## src/rtl/alarm_bank.sv

```systemverilog
// alarm_bank: bank of independent BCD alarm channels with ring / snooze / stop handling.
// Latency: ringing rises one cycle after the clock first matches an armed channel; hr/min readback is combinational.
// Backpressure: none; buttons and time inputs are level/pulse sampled every cycle.
// Ports: clk, rst (sync, active-high); clk_hr/clk_min current BCD time; min_tick minute pulse;
//        sel/addhr/addmin edit and read back one channel (hr/min); on per-channel arm;
//        snooze/stop global buttons; ringing per-channel flag; alarm_op OR of ringing.
module alarm_bank #(
    parameter int NUM_ALARMS     = 4,
    parameter int RING_MINUTES   = 5,
    parameter int SNOOZE_MINUTES = 9
) (
    input  logic                  clk,
    input  logic                  rst,
    input  logic [7:0]            clk_hr,
    input  logic [7:0]            clk_min,
    input  logic                  min_tick,
    input  logic [2:0]            sel,
    input  logic                  addhr,
    input  logic                  addmin,
    input  logic [NUM_ALARMS-1:0] on,
    input  logic                  snooze,
    input  logic                  stop,
    output logic [7:0]            hr,
    output logic [7:0]            min,
    output logic [NUM_ALARMS-1:0] ringing,
    output logic                  alarm_op
);

    typedef enum logic [1:0] {
        IDLE    = 2'd0,
        RINGING = 2'd1,
        SNOOZED = 2'd2
    } state_t;

    localparam logic [3:0] RING_CNT   = 4'(RING_MINUTES);
    localparam logic [3:0] SNOOZE_CNT = 4'(SNOOZE_MINUTES);

    logic [7:0]            alm_hr  [NUM_ALARMS];
    logic [7:0]            alm_min [NUM_ALARMS];
    state_t                state_q [NUM_ALARMS];
    state_t                state_d [NUM_ALARMS];
    logic [3:0]            cnt_q   [NUM_ALARMS];
    logic [3:0]            cnt_d   [NUM_ALARMS];
    logic [NUM_ALARMS-1:0] match;
    logic [NUM_ALARMS-1:0] match_d;

    // BCD hour increment with 23 -> 00 wrap.
    function automatic logic [7:0] hr_inc(input logic [7:0] h);
        logic [7:0] r;
        if (h == 8'h23)
            r = 8'h00;
        else if (h[3:0] == 4'd9)
            r = {h[7:4] + 4'd1, 4'd0};
        else
            r = {h[7:4], h[3:0] + 4'd1};
        return r;
    endfunction

    // BCD minute increment below 59; the 59 wrap is handled by the caller
    // because it also carries into the hour.
    function automatic logic [7:0] min_inc(input logic [7:0] m);
        logic [7:0] r;
        if (m[3:0] == 4'd9)
            r = {m[7:4] + 4'd1, 4'd0};
        else
            r = {m[7:4], m[3:0] + 4'd1};
        return r;
    endfunction

    // Alarm time edits; hour button wins when both are pressed.
    always_ff @(posedge clk) begin
        if (rst) begin
            for (int i = 0; i < NUM_ALARMS; i++) begin
                alm_hr[i]  <= 8'h00;
                alm_min[i] <= 8'h00;
            end
        end else begin
            for (int i = 0; i < NUM_ALARMS; i++) begin
                if (sel == 3'(i)) begin
                    if (addhr) begin
                        alm_hr[i] <= hr_inc(alm_hr[i]);
                    end else if (addmin) begin
                        if (alm_min[i] == 8'h59) begin
                            alm_min[i] <= 8'h00;
                            alm_hr[i]  <= hr_inc(alm_hr[i]);
                        end else begin
                            alm_min[i] <= min_inc(alm_min[i]);
                        end
                    end
                end
            end
        end
    end

    // Readback; out-of-range sel matches no channel and reads 00:00.
    always_comb begin
        hr  = 8'h00;
        min = 8'h00;
        for (int i = 0; i < NUM_ALARMS; i++) begin
            if (sel == 3'(i)) begin
                hr  = alm_hr[i];
                min = alm_min[i];
            end
        end
    end

    always_comb begin
        match = '0;
        for (int i = 0; i < NUM_ALARMS; i++)
            match[i] = (clk_hr == alm_hr[i]) && (clk_min == alm_min[i]);
    end

    // match_d resets high so a 00:00 clock at reset release is not an edge.
    always_ff @(posedge clk) begin
        if (rst) match_d <= '1;
        else     match_d <= match;
    end

    // FSM state register
    always_ff @(posedge clk) begin
        for (int i = 0; i < NUM_ALARMS; i++) begin
            if (rst) begin
                state_q[i] <= IDLE;
                cnt_q[i]   <= 4'd0;
            end else begin
                state_q[i] <= state_d[i];
                cnt_q[i]   <= cnt_d[i];
            end
        end
    end

    // FSM next state: on low > stop > snooze > countdown > match trigger
    always_comb begin
        for (int i = 0; i < NUM_ALARMS; i++) begin
            state_d[i] = state_q[i];
            cnt_d[i]   = cnt_q[i];
            if (!on[i]) begin
                state_d[i] = IDLE;
                cnt_d[i]   = 4'd0;
            end else begin
                case (state_q[i])
                    IDLE: begin
                        if (match[i] && !match_d[i]) begin
                            state_d[i] = RINGING;
                            cnt_d[i]   = RING_CNT;
                        end
                    end
                    RINGING: begin
                        if (stop) begin
                            state_d[i] = IDLE;
                            cnt_d[i]   = 4'd0;
                        end else if (snooze) begin
                            state_d[i] = SNOOZED;
                            cnt_d[i]   = SNOOZE_CNT;
                        end else if (min_tick) begin
                            if (cnt_q[i] <= 4'd1) begin
                                state_d[i] = IDLE;
                                cnt_d[i]   = 4'd0;
                            end else begin
                                cnt_d[i] = cnt_q[i] - 4'd1;
                            end
                        end
                    end
                    SNOOZED: begin
                        if (stop) begin
                            state_d[i] = IDLE;
                            cnt_d[i]   = 4'd0;
                        end else if (min_tick) begin
                            if (cnt_q[i] <= 4'd1) begin
                                state_d[i] = RINGING;
                                cnt_d[i]   = RING_CNT;
                            end else begin
                                cnt_d[i] = cnt_q[i] - 4'd1;
                            end
                        end
                    end
                    default: begin
                        state_d[i] = IDLE;
                        cnt_d[i]   = 4'd0;
                    end
                endcase
            end
        end
    end

    // FSM outputs: decoded straight from the state register
    always_comb begin
        ringing = '0;
        for (int i = 0; i < NUM_ALARMS; i++)
            ringing[i] = (state_q[i] == RINGING);
        alarm_op = |ringing;
    end

endmodule

```

## config.mk

```make
export PLATFORM = sky130hd
export DESIGN_NAME = alarm_bank
export DESIGN_NICKNAME = d
export VERILOG_FILES = /design/src/rtl/alarm_bank.sv
export SDC_FILE = /design/constraint.sdc
export NUM_CORES = 1
export LEC_CHECK = 0
export BUFFER_PORTS_ARGS = -buffer_cell sky130_fd_sc_hd__buf_4
export CAP_MARGIN = 20
export CORE_UTILIZATION = 40
export DETAILED_ROUTE_END_ITERATION = 8
export PLACE_DENSITY = 0.63
export SLEW_MARGIN = 40
export SYNTH_ARGS = -nofsm -noshare
export SYNTH_HDL_FRONTEND = slang
export SYNTH_SLANG_ARGS = --single-unit
```

## constraint.sdc

```tcl
create_clock -name clk -period 6.3 [get_ports clk]
set_clock_uncertainty 0.1 [all_clocks]
set_input_delay 0.315 -clock clk [delete_from_list [all_inputs] [get_ports clk]]
set_output_delay 0.315 -clock clk [all_outputs]
set_load 0.02 [all_outputs]
```

After elaboration in Yosys (flattened, before gate mapping)

Memory sizes are Yosys's and may differ from the RTL's.
Cells that the tools add are included.

Memory bits (writable): 88
Output and inout bits: 21
Flip-flop bits (word level): 4
Memories kept: 4

Memories:

| memory  | depth | width | read ports | clocked after memory_dff | write ports | RTL line | source |
|---|---|---|---|---|---|---|---|
| alm_hr  | 4     | 8     | 4          | 0                        | 4           | 38       | `logic [7:0] alm_hr [NUM_ALARMS];` |
| alm_min | 4     | 8     | 4          | 0                        | 4           | 39       | `logic [7:0] alm_min [NUM_ALARMS];` |
| cnt_q   | 4     | 4     | 4          | 0                        | 4           | 42       | `logic [3:0] cnt_q [NUM_ALARMS];` |
| state_q | 4     | 2     | 4          | 0                        | 4           | 40       | `state_t state_q [NUM_ALARMS];` |

Add/subtract/negate cells: 20
Order comparisons: 4
Mux-type cells: 240
Reduce and logical (&&, ||, !) cells: 18
Bitwise operators: 24
Eq/ne operators: 35

Operators by type and width:

| kind                | count |
|---|---|
| $mux 8              | 88 |
| $mux 4              | 40 |
| $mux 2              | 40 |
| $add 4x1->4 const B | 16 |
| $eq 8x8->1          | 8 |
| $mux 1              | 64 |
| $pmux 4 s3          | 4 |
| $eq 4x4->1 const B  | 8 |
| $eq 8x6->1 const B  | 4 |
| $eq 8x7->1 const B  | 4 |
| $or 1x1->1          | 24 |
| $pmux 2 s3          | 4 |
| $le 4x1->1 const B  | 4 |
| $sub 4x1->4 const B | 4 |
| $eq 2x1->1 const B  | 4 |
| $eq 2x2->1 const B  | 4 |
| $logic_and 1x1->1   | 8 |
| $logic_not 2->1     | 4 |
| $eq 3x2->1 const B  | 2 |
| $logic_not 1->1     | 4 |
| $reduce_or 4->1     | 1 |
| $eq 3x1->1 const B  | 1 |
| $logic_not 3->1     | 1 |

Depth between registers and ports, before layout

Gate-level depths: netlist (run 1).

Depth after elaboration: 9
Gate-level depth with buffers: 8
Mapped depth without buffers: 8

Least setup slack after synthesis (run 1)

OpenSTA, ideal clock, no wires.

Kind: register to register
From: memory alm_min[3][1]
To: memory alm_hr[3][2] (data pin)
Library setup time: 0.138 ns
Cell stages (with the launch flop): 9
Path slack: 4.244 ns
Buffers on the path: 0
Data arrival time: 1.818 ns
Required time: 6.062 ns
Clock period less this slack: 2.056 ns
Cells stage by stage: edfxtp_1 -> inv_1 -> ha_1 -> and3b_1 -> a31oi_1 -> or2_2 -> or3_1 -> nand2b_1 -> nor2_1

RTL lines:

| what        | RTL line |
|---|---|
| from (decl) | 39 |
| to (decl)   | 38 |

==> flow_summary.rst, run 1 <==
.. list-table::
   :header-rows: 1

   * - Metric
     - Value
   * - Status
     - complete, no violations
   * - Worst slew margin relative to its limit
     - 60.6%
   * - Die Width
     - between 100 and 150 µm
   * - Drt wl/cell
     - ~18 µm
   * - Worst-case setup margin in the final layout
     - around 4 ns
   * - Wire length of the first global-routing pass
     - roughly 27,000 µm
   * - Port Buf Inserts
     - 50
   * - Worst slack at placement
     - around 3.9 ns
   * - Synthesized instance count
     - around 690
   * - Leading cell type in the layout, fill and taps excluded
     - sky130_fd_sc_hd__nor2_1
   * - Commonest cells after routing, fill and taps aside
     - 96 x sky130_fd_sc_hd__nor2_1, 66 x sky130_fd_sc_hd__xor2_1, 64 x sky130_fd_sc_hd__edfxtp_1, 50 x sky130_fd_sc_hd__buf_4, 40 x sky130_fd_sc_hd__ha_1
   * - Crit end category
     - register
   * - Syn. warnings
     - 0
   * - Endpoint arrival time on the critical path
     - between 2 and 3 ns
   * - Maximum ir drop on the vdd rail
     - roughly 0.16 mV
   * - Resized Gates After CTS
     - 0
   * - First DRT Iteration DRCs
     - between 300 and 400
   * - CTS root buffer
     - sky130_fd_sc_hd__clkbuf_16
   * - Via density per instance
     - roughly 5.6
   * - Synthesis-to-finish area growth
     - 13.1%
   * - Setup tns final
     - 0 ns
   * - Placed insts
     - 930
   * - Count of flip-flops with a built-in enable after synthesis
     - between 60 and 70
   * - Final Non-Filler Cells
     - roughly 950
   * - Maximum clock insertion buffer count
     - 2
   * - Count of final setup violators
     - 0
   * - Crit share post-route
     - a little under two fifths
   * - Total overflow reported by the global router
     - 0
   * - Vias in the first global route
     - roughly 5,300
   * - Peak fanout along the critical path
     - 7
   * - Class of the most critical hold timing path
     - primary input to register
   * - Req. time, crit path
     - around 6.5 ns
   * - Initial standard-cell utilization of the core
     - roughly two fifths
   * - Synthesized flop and latch total
     - approximately 90
   * - Fraction of final layout cells with drive strength greater than 1
     - between 10 and 15%
   * - Clock Latency Late Sink
     - between 0.3 and 0.4 ns
   * - Overall Global Routing Usage
     - 20.5%
   * - Classification of the worst setup path
     - register to register
   * - F_max
     - 419 MHz
   * - N_diodes
     - 0
   * - Drt first pass iters
     - 5
   * - Number of remaining DRC errors
     - 0
   * - Max Transition Viols Final
     - 0
   * - TritonCTS buffer count
     - 9
   * - Mean Syn Cell Area
     - 9.70 µm²
   * - CTS tree
     - done
   * - Vias post-DR
     - roughly 5,300
   * - Total placed instance area
     - a little over 7000 µm²
   * - Placeable core area
     - ~16,000 µm²
   * - Total number of nets in the final design
     - a little under 800
   * - Total of max-cap violations
     - 0
   * - DIE AREA
     - about 17,000 µm²
   * - Largest net degree at the start of global routing
     - 22
   * - Wire length reported by the detailed router
     - ~17,000 µm
   * - Total power density per cell area
     - 198 nW/µm²
   * - Standard-cell row count
     - 46
   * - H-tree depth
     - 3
   * - Total Power
     - between 0.001 and 0.0015 W
   * - Final instance area
     - about 7500 µm²
   * - Post-CTS Setup Inserts
     - 0
   * - Height of the die
     - 131 µm
   * - Transition at the pin with the smallest max-transition slack
     - slightly below 0.6 ns
   * - Fraction of met3 tracks used by global routing
     - under 10%
   * - Share of flip-flops with an asynchronous set or reset
     - 0%
   * - Area of the mapped netlist
     - 6640 µm²
   * - Global-route track usage on met2
     - roughly 37%
   * - Initial antenna violation count
     - 0
   * - Static leakage power
     - between 2 and 3 nW
   * - GRT busiest layer
     - met2
   * - Predominant post-synthesis flop cell
     - sky130_fd_sc_hd__edfxtp_1
   * - CTS hold repair buffers
     - 0
   * - Total clock sinks
     - between 90 and 100
   * - Number of library cell types mapped by synthesis
     - 68
   * - Top-level I/O count
     - 51
   * - Sum of net half-perimeters after detailed placement
     - 12,900 µm
   * - Launching element type of the critical path
     - register
   * - Shortest clock period the worst path allows after layout
     - between 2 and 2.5 ns
   * - Share of synthesized area occupied by flip-flops and latches
     - 37.4%
   * - Clock transition at the register clock pins on the worst setup and hold paths after CTS
     - roughly 0.070 ns
   * - Unrepaired setup endpoints after global routing
     - false
   * - Routing usage on met1
     - 24.3%
   * - Hold Violations, Final
     - 0
   * - Post-Synthesis Net Count
     - ~760
   * - Final estimated routing congestion in global placement
     - 0.877
   * - Final ANT Viol Nets
     - 0
==> sequential cells by signal, summed over array words and instances, names as in the netlist <==
signal / cells
alm_hr: 32
alm_min: 32
cnt_q: 16
state_q: 8
match_d: 4
==> synth_stat cells, types with 8 or more instances <==
master / count / area, µm²
sky130_fd_sc_hd__nor2_1: 96 / 360
sky130_fd_sc_hd__nand3b_1: 14 / 105
sky130_fd_sc_hd__edfxtp_1: 64 / 1920
sky130_fd_sc_hd__nand3_1: 19 / 95.1
sky130_fd_sc_hd__nand4_1: 9 / 56.3
sky130_fd_sc_hd__nor4_1: 16 / 100
sky130_fd_sc_hd__o21ai_0: 14 / 70.1
sky130_fd_sc_hd__xnor2_1: 35 / 307
sky130_fd_sc_hd__inv_1: 38 / 143
sky130_fd_sc_hd__and2_1: 8 / 50.1
sky130_fd_sc_hd__a21oi_1: 28 / 140
sky130_fd_sc_hd__or2_2: 8 / 50.1
sky130_fd_sc_hd__nand2_1: 22 / 82.6
sky130_fd_sc_hd__nor2b_1: 24 / 150
sky130_fd_sc_hd__dfxtp_1: 28 / 561
sky130_fd_sc_hd__xor2_1: 66 / 578
sky130_fd_sc_hd__clkbuf_1: 14 / 52.6
sky130_fd_sc_hd__ha_1: 40 / 500
sky130_fd_sc_hd__mux4_2: 15 / 338
sky130_fd_sc_hd__nor3_1: 18 / 90.1
sky130_fd_sc_hd__nand2b_1: 18 / 113
==> critical path, cell delays in order, from the launching register on <==
cell and delay [ns]:
sky130_fd_sc_hd__edfxtp_1 0.50, sky130_fd_sc_hd__xor2_1 0.20, sky130_fd_sc_hd__nor4_1 0.34, sky130_fd_sc_hd__nand4_1 0.26, sky130_fd_sc_hd__a21oi_1 0.54, sky130_fd_sc_hd__nor2_1 0.08
sky130_fd_sc_hd__a211oi_1 0.25
==> per-layer routing <==
metal  up-vias  share of wire (%)
met3        26                5.5
met4         0                2.2
met1      2594                 42
met2       170                 51
met5         -                  0
li1       2514                  -
==> power by group <==
| group | leakage [nW] | switching, W | internal (W) | total [W] |
|---|---|---|---|---|
| logic | 1.80 | 0.0000960 | 0.0000824 | 0.000178 |
| clock network | 0.154 | 0.000253 | 0.000351 | 0.000604 |
| registers | 0.890 | 0.0000361 | 0.000666 | 0.000702 |
| total | 2.84 | 0.000386 | 0.00110 | 0.00148 |
==> cell families after synthesis <==
| kind of cell | count (synthesis) | share of synthesized area [%] |
|---|---|---|
| and+or+nand+nor | 272 | 21.6 |
| xor gates and xnor gates | 101 | 13.3 |
| AOI/OAI and AO/OA | 100 | 10.2 |
| DFF | 92 | 37.4 |
| buffers and inverters | 59 | 3.67 |
| adders and majority gates | 40 | 7.53 |
| muxes | 21 | 6.27 |
==> layout make-up <==
| cell class | count | area, µm² |
|---|---|---|
| Clock inverter | 7 | 97.6 |
| Tap cell | 216 | 270 |
| Multi-Input combinational cell | 534 | 3920 |
| Inverter | 38 | 143 |
| Clock buffer | 9 | 225 |
| Fill cell | 1520 | 8550 |
| Sequential cell | 92 | 2480 |
| Timing Repair Buffer | 50 | 375 |
==> per-stage QoR <==
| step | utilization (%) | hold slack, ns |
|---|---|---|
| after floorplan | - | 0.345 |
| after global placement | 44.8 | 0.372 |
| after detailed placement | 44.8 | 0.379 |
| after CTS | 46.8 | 0.191 |
| after global routing | 46.8 | 0.209 |
| final | 46.8 | 0.208 |
==> worst paths after layout <==
path | startpoint | endpoint | slack (ns) | cells after the start
worst max-delay path | alm_hr[3][0]$_DFFE_PP_ | cnt_q[3][2]$_SDFFE_PP0P_ | 3.92 | 6
worst max register to register | alm_hr[3][0]$_DFFE_PP_ | cnt_q[3][2]$_SDFFE_PP0P_ | 3.92 | 6
worst min-delay path | stop | state_q[3][1]$_SDFFE_PP0P_ | 0.21 | 2
worst min register to register | cnt_q[1][1]$_SDFFE_PP0P_ | cnt_q[1][1]$_SDFFE_PP0P_ | 0.39 | 2
Power figures use the tool's default switching activity.
==> run 2: changes to the inputs <==
--- a/config.mk
+++ b/config.mk
@@ -5,6 +5,7 @@
 export SDC_FILE = /design/constraint.sdc
 export NUM_CORES = 1
 export LEC_CHECK = 0
+export ABC_AREA = 1
 export BUFFER_PORTS_ARGS = -buffer_cell sky130_fd_sc_hd__buf_4
 export CAP_MARGIN = 20
 export CORE_UTILIZATION = 40
==> constraint.sdc (replaced) <==
create_clock -name clk -period 2.2 [get_ports clk]
set_clock_uncertainty 0.1 [all_clocks]
set_input_delay 0.11 -clock clk [delete_from_list [all_inputs] [get_ports clk]]
set_output_delay 0.11 -clock clk [all_outputs]
set_load 0.02 [all_outputs]
==> flow_summary.rst, run 2 <==
.. list-table::
   :header-rows: 1

   * - Metric
     - Value
   * - Status
     - complete, no violations
   * - Final estimated routing congestion in global placement
     - 0.920 (+4.9%)
   * - N_diodes
     - 0 (unchanged)
   * - Height of the die
     - 133 µm (+1.3%)
   * - Standard-cell row count
     - 47 (+2.2%)
   * - Vias in the first global route
     - 5,979 (+13%)
   * - Reg2reg end
     - alm_hr[3][7]$_DFFE_PP_
   * - Total power density per cell area
     - 537 nW/µm² (+170%)
   * - Largest net degree at the start of global routing
     - 18 (-18%)
   * - Top Registers
     - alm_hr: 32 flops, alm_min: 32 flops, cnt_q: 16 flops
   * - Routed length on met1
     - 8560 µm (+22%)
   * - CTS root buffer
     - sky130_fd_sc_hd__clkbuf_16
   * - Mean Syn Cell Area
     - 6.86 µm² (-29%)
   * - Total placed instance area
     - 7630 µm² (+6.2%)
   * - Port Buf Inserts
     - 50 (unchanged)
   * - Initial standard-cell utilization of the core
     - 41.0% (-0.37 points)
   * - Launching element type of the critical path
     - register
   * - Number of library cell types mapped by synthesis
     - 38 (-44%)
   * - Endpoint arrival time on the critical path
     - 1.98 ns (-0.57 ns)
   * - Leading cell type in the layout, fill and taps excluded
     - sky130_fd_sc_hd__nand2_1
   * - Top layer used by detailed routing
     - met4
   * - Die Width
     - 133 µm (+1.3%)
   * - Count of flip-flops with a built-in enable after synthesis
     - 64 (unchanged)
   * - Cells on worst reg2reg path
     - 5 (-1)
   * - Main area contributors after synthesis
     - sky130_fd_sc_hd__edfxtp_1 28%, sky130_fd_sc_hd__nand2_1 16%, sky130_fd_sc_hd__nor2_1 9.6%
   * - Unrepaired setup endpoints after global routing
     - false
   * - Peak fanout along the critical path
     - 8 (+1)
   * - Setup tns final
     - 0 ns (unchanged)
   * - Syn. warnings
     - 0 (unchanged)
   * - Crit share post-route
     - 93.7% (+56 points)
   * - Shortest clock period the worst path allows after layout
     - 2.06 ns (-0.324 ns)
   * - Wire length on met2
     - 8230 µm (-3.2%)
   * - Filler cell count in the final layout
     - 1,694 (+11%)
   * - Top-level I/O count
     - 51 (unchanged)
   * - Count of final setup violators
     - 0 (unchanged)
   * - Maximum ir drop on the vdd rail
     - 0.439 mV (+180%)
   * - Drt first pass iters
     - 5 (unchanged)
   * - Vias post-DR
     - 6,464 (+22%)
   * - Launch point of the worst hold path
     - on[1]
   * - Share of synthesized area occupied by flip-flops and latches
     - 36.4% (-0.99 points)
   * - Worst setup slack for register-to-register paths
     - 0.14 ns (-3.78 ns)
   * - Drt wl/cell
     - 13.8 µm (-22%)
   * - Post-CTS Setup Inserts
     - 0 (unchanged)
   * - Proportion of netlist area held by the largest area contributor
     - 28.2% (-0.76 points)
   * - Total overflow reported by the global router
     - 0 (unchanged)
   * - Wire length of the first global-routing pass
     - 29,500 µm (+11%)
   * - Total of max-cap violations
     - 0 (unchanged)
   * - Cell taking the most area after synthesis
     - sky130_fd_sc_hd__edfxtp_1
   * - First DRT Iteration DRCs
     - 399 (+28%)
   * - Clock transition at the register clock pins on the worst setup and hold paths after CTS
     - 0.07 ns (about the same)
   * - Final instance area
     - 8010 µm² (+6.6%)
   * - Class of the most critical hold timing path
     - primary input to register
   * - Min-Delay Endpoint
     - cnt_q[1][1]$_SDFFE_PP0P_
   * - Worst slew margin relative to its limit
     - 64.8% (+4.2 points)
   * - Cell with the most instances after synthesis
     - sky130_fd_sc_hd__nand2_1
   * - Via density per instance
     - 4.96 (-11%)
   * - Instance count along the most critical hold path
     - 5 (+3)
   * - Static leakage power
     - 3.74 nW (+32%)
   * - H-tree depth
     - 3 (unchanged)
   * - TritonCTS buffer count
     - 9 (unchanged)
   * - Area of the mapped netlist
     - 6820 µm² (+2.7%)
   * - Total Power
     - 0.00430 W (+190%)
   * - Crit end category
     - register
   * - Placeable core area
     - 16,600 µm² (+3.6%)
   * - DIE AREA
     - 17,600 µm² (+2.7%)
   * - CTS tree
     - done
   * - Total number of nets in the final design
     - 1,147 (+44%)
   * - Synthesis-to-finish area growth
     - 17.4%
   * - Share of flip-flops with an asynchronous set or reset
     - 0% (unchanged)
   * - Transition at the pin with the smallest max-transition slack
     - 0.522 ns (-0.0600 ns)
   * - Synthesized instance count
     - 995 (+45%)
   * - Hold slack
     - 0.0483 ns (-0.160 ns)
   * - Sum of net half-perimeters after detailed placement
     - 14,000 µm (+8.3%)
   * - Hold Violations, Final
     - 0 (unchanged)
   * - Overall Global Routing Usage
     - 21.2% (+0.66 points)
   * - Post-Synthesis Net Count
     - 1,065 (+41%)
   * - DR WL met3
     - 878 µm (-4.6%)
   * - Fraction of final layout cells with drive strength greater than 1
     - 11.7% (-1.8 points)
   * - Synthesized flop and latch total
     - 92 (unchanged)
   * - Classification of the worst setup path
     - register to register
   * - Maximum clock insertion buffer count
     - 2 (unchanged)
   * - Wire length reported by the detailed router
     - 17,900 µm (+6.8%)
   * - Req. time, crit path
     - 2.12 ns (-4.34 ns)
   * - Predominant post-synthesis flop cell
     - sky130_fd_sc_hd__edfxtp_1
   * - Clock Latency Late Sink
     - 0.35 ns (about the same)
   * - Startpoint of the worst-slack reg-to-reg timing path
     - alm_min[3][4]$_SDFFCE_PN0P_
   * - Commonest cells after routing, fill and taps aside
     - 291 x sky130_fd_sc_hd__nand2_1, 172 x sky130_fd_sc_hd__nor2_1, 140 x sky130_fd_sc_hd__inv_1, 75 x sky130_fd_sc_hd__buf_4, 64 x sky130_fd_sc_hd__edfxtp_1
   * - Final ANT Viol Nets
     - 0 (unchanged)
   * - Max Transition Viols Final
     - 0 (unchanged)
   * - Initial antenna violation count
     - 0 (unchanged)
   * - Number of remaining DRC errors
     - 0 (unchanged)
   * - Total clock sinks
     - 92 (unchanged)
   * - Most instantiated cells after synthesis
     - 292 x sky130_fd_sc_hd__nand2_1, 174 x sky130_fd_sc_hd__nor2_1, 140 x sky130_fd_sc_hd__inv_1, 64 x sky130_fd_sc_hd__edfxtp_1, 45 x sky130_fd_sc_hd__nand3_1
   * - F_max
     - 485 MHz (+16%)
## run 2: how the worst max path moves through the flow
stage | start | end | cells after the start
2_1_floorplan | alm_hr[2][0]$_SDFFCE_PP0P_ | alm_hr[2][4]$_SDFFCE_PP0P_ | 9
3_3_place_gp | alm_min[2][1]$_SDFFCE_PP0P_ | alm_hr[2][4]$_SDFFCE_PP0P_ | 12
3_5_place_dp | alm_hr[2][1]$_SDFFCE_PP0P_ | alm_hr[2][4]$_SDFFCE_PP0P_ | 9
4_1_cts | alm_hr[2][1]$_SDFFCE_PP0P_ | alm_hr[2][4]$_SDFFCE_PP0P_ | 9
5_1_grt | alm_min[2][5]$_SDFFCE_PN0P_ | alm_hr[2][4]$_SDFFCE_PP0P_ | 12
6_report | alm_min[3][4]$_SDFFCE_PN0P_ | alm_hr[3][7]$_DFFE_PP_ | 5
## run 2: what timing repair did
item | in CTS | in global routing
gates resized for setup | 0 | 4
hold buffers | 3 | 0
endpoints found under the setup margin | 0 | 13
hold endpoints to repair | 5 | 0
## run 2: through the flow
step / utilization (%) / setup WS (ns) / instances
floorplan: - / 0.294 / 995
global placement: 45.9 / 0.209 / 1283
detailed placement: 45.9 / 0.134 / 1283
CTS: 48.1 / 0.147 / 1302
global route: 48.1 / 0.00844 / 1302
finish: 48.1 / 0.139 / 1302
## run 2: power by group
part	switching, W	internal, W	leakage [nW]
combinational	0.000352	0.000211	2.69
clock	0.000687	0.00107	0.165
sequential	0.0000721	0.00191	0.890
total	0.00111	0.00319	3.74
## run 2: cell families after synthesis
logic type | synth area share, %
adders and majority gates | 7.33
AOI/OAI and AO/OA | 8.36
and+or+nand+nor | 33.6
xor gates and xnor gates | 5.39
DFF | 36.4
buffers and inverters | 8.98
## run 2: critical path, stage by stage (launching register included)
cell                       delay, ns
sky130_fd_sc_hd__edfxtp_1       0.47
sky130_fd_sc_hd__ha_1           0.24
sky130_fd_sc_hd__nand2_1        0.12
sky130_fd_sc_hd__nor2_1         0.06
sky130_fd_sc_hd__a22oi_1        0.39
sky130_fd_sc_hd__nand2_1        0.35
## run 2: cell type report
class / count / area [µm²] / share of cell area [%]
clock buffer: 11 / 254 / 3.17
clock inverter: 5 / 82.6 / 1.03
inverter: 155 / 582 / 7.26
multi-input combinational: 741 / 3740 / 46.7
sequential: 92 / 2480 / 31.0
tap: 220 / 275 / 3.44
timing repair buffer: 78 / 593 / 7.41
## run 2: per-layer routing
metal | vias up | track usage (%)
met1 | 2946 | 28.7
li1 | 3323 | -
met5 | - | 0
met3 | 18 | 2.68
met4 | 0 | 6.83
met2 | 177 | 35.1
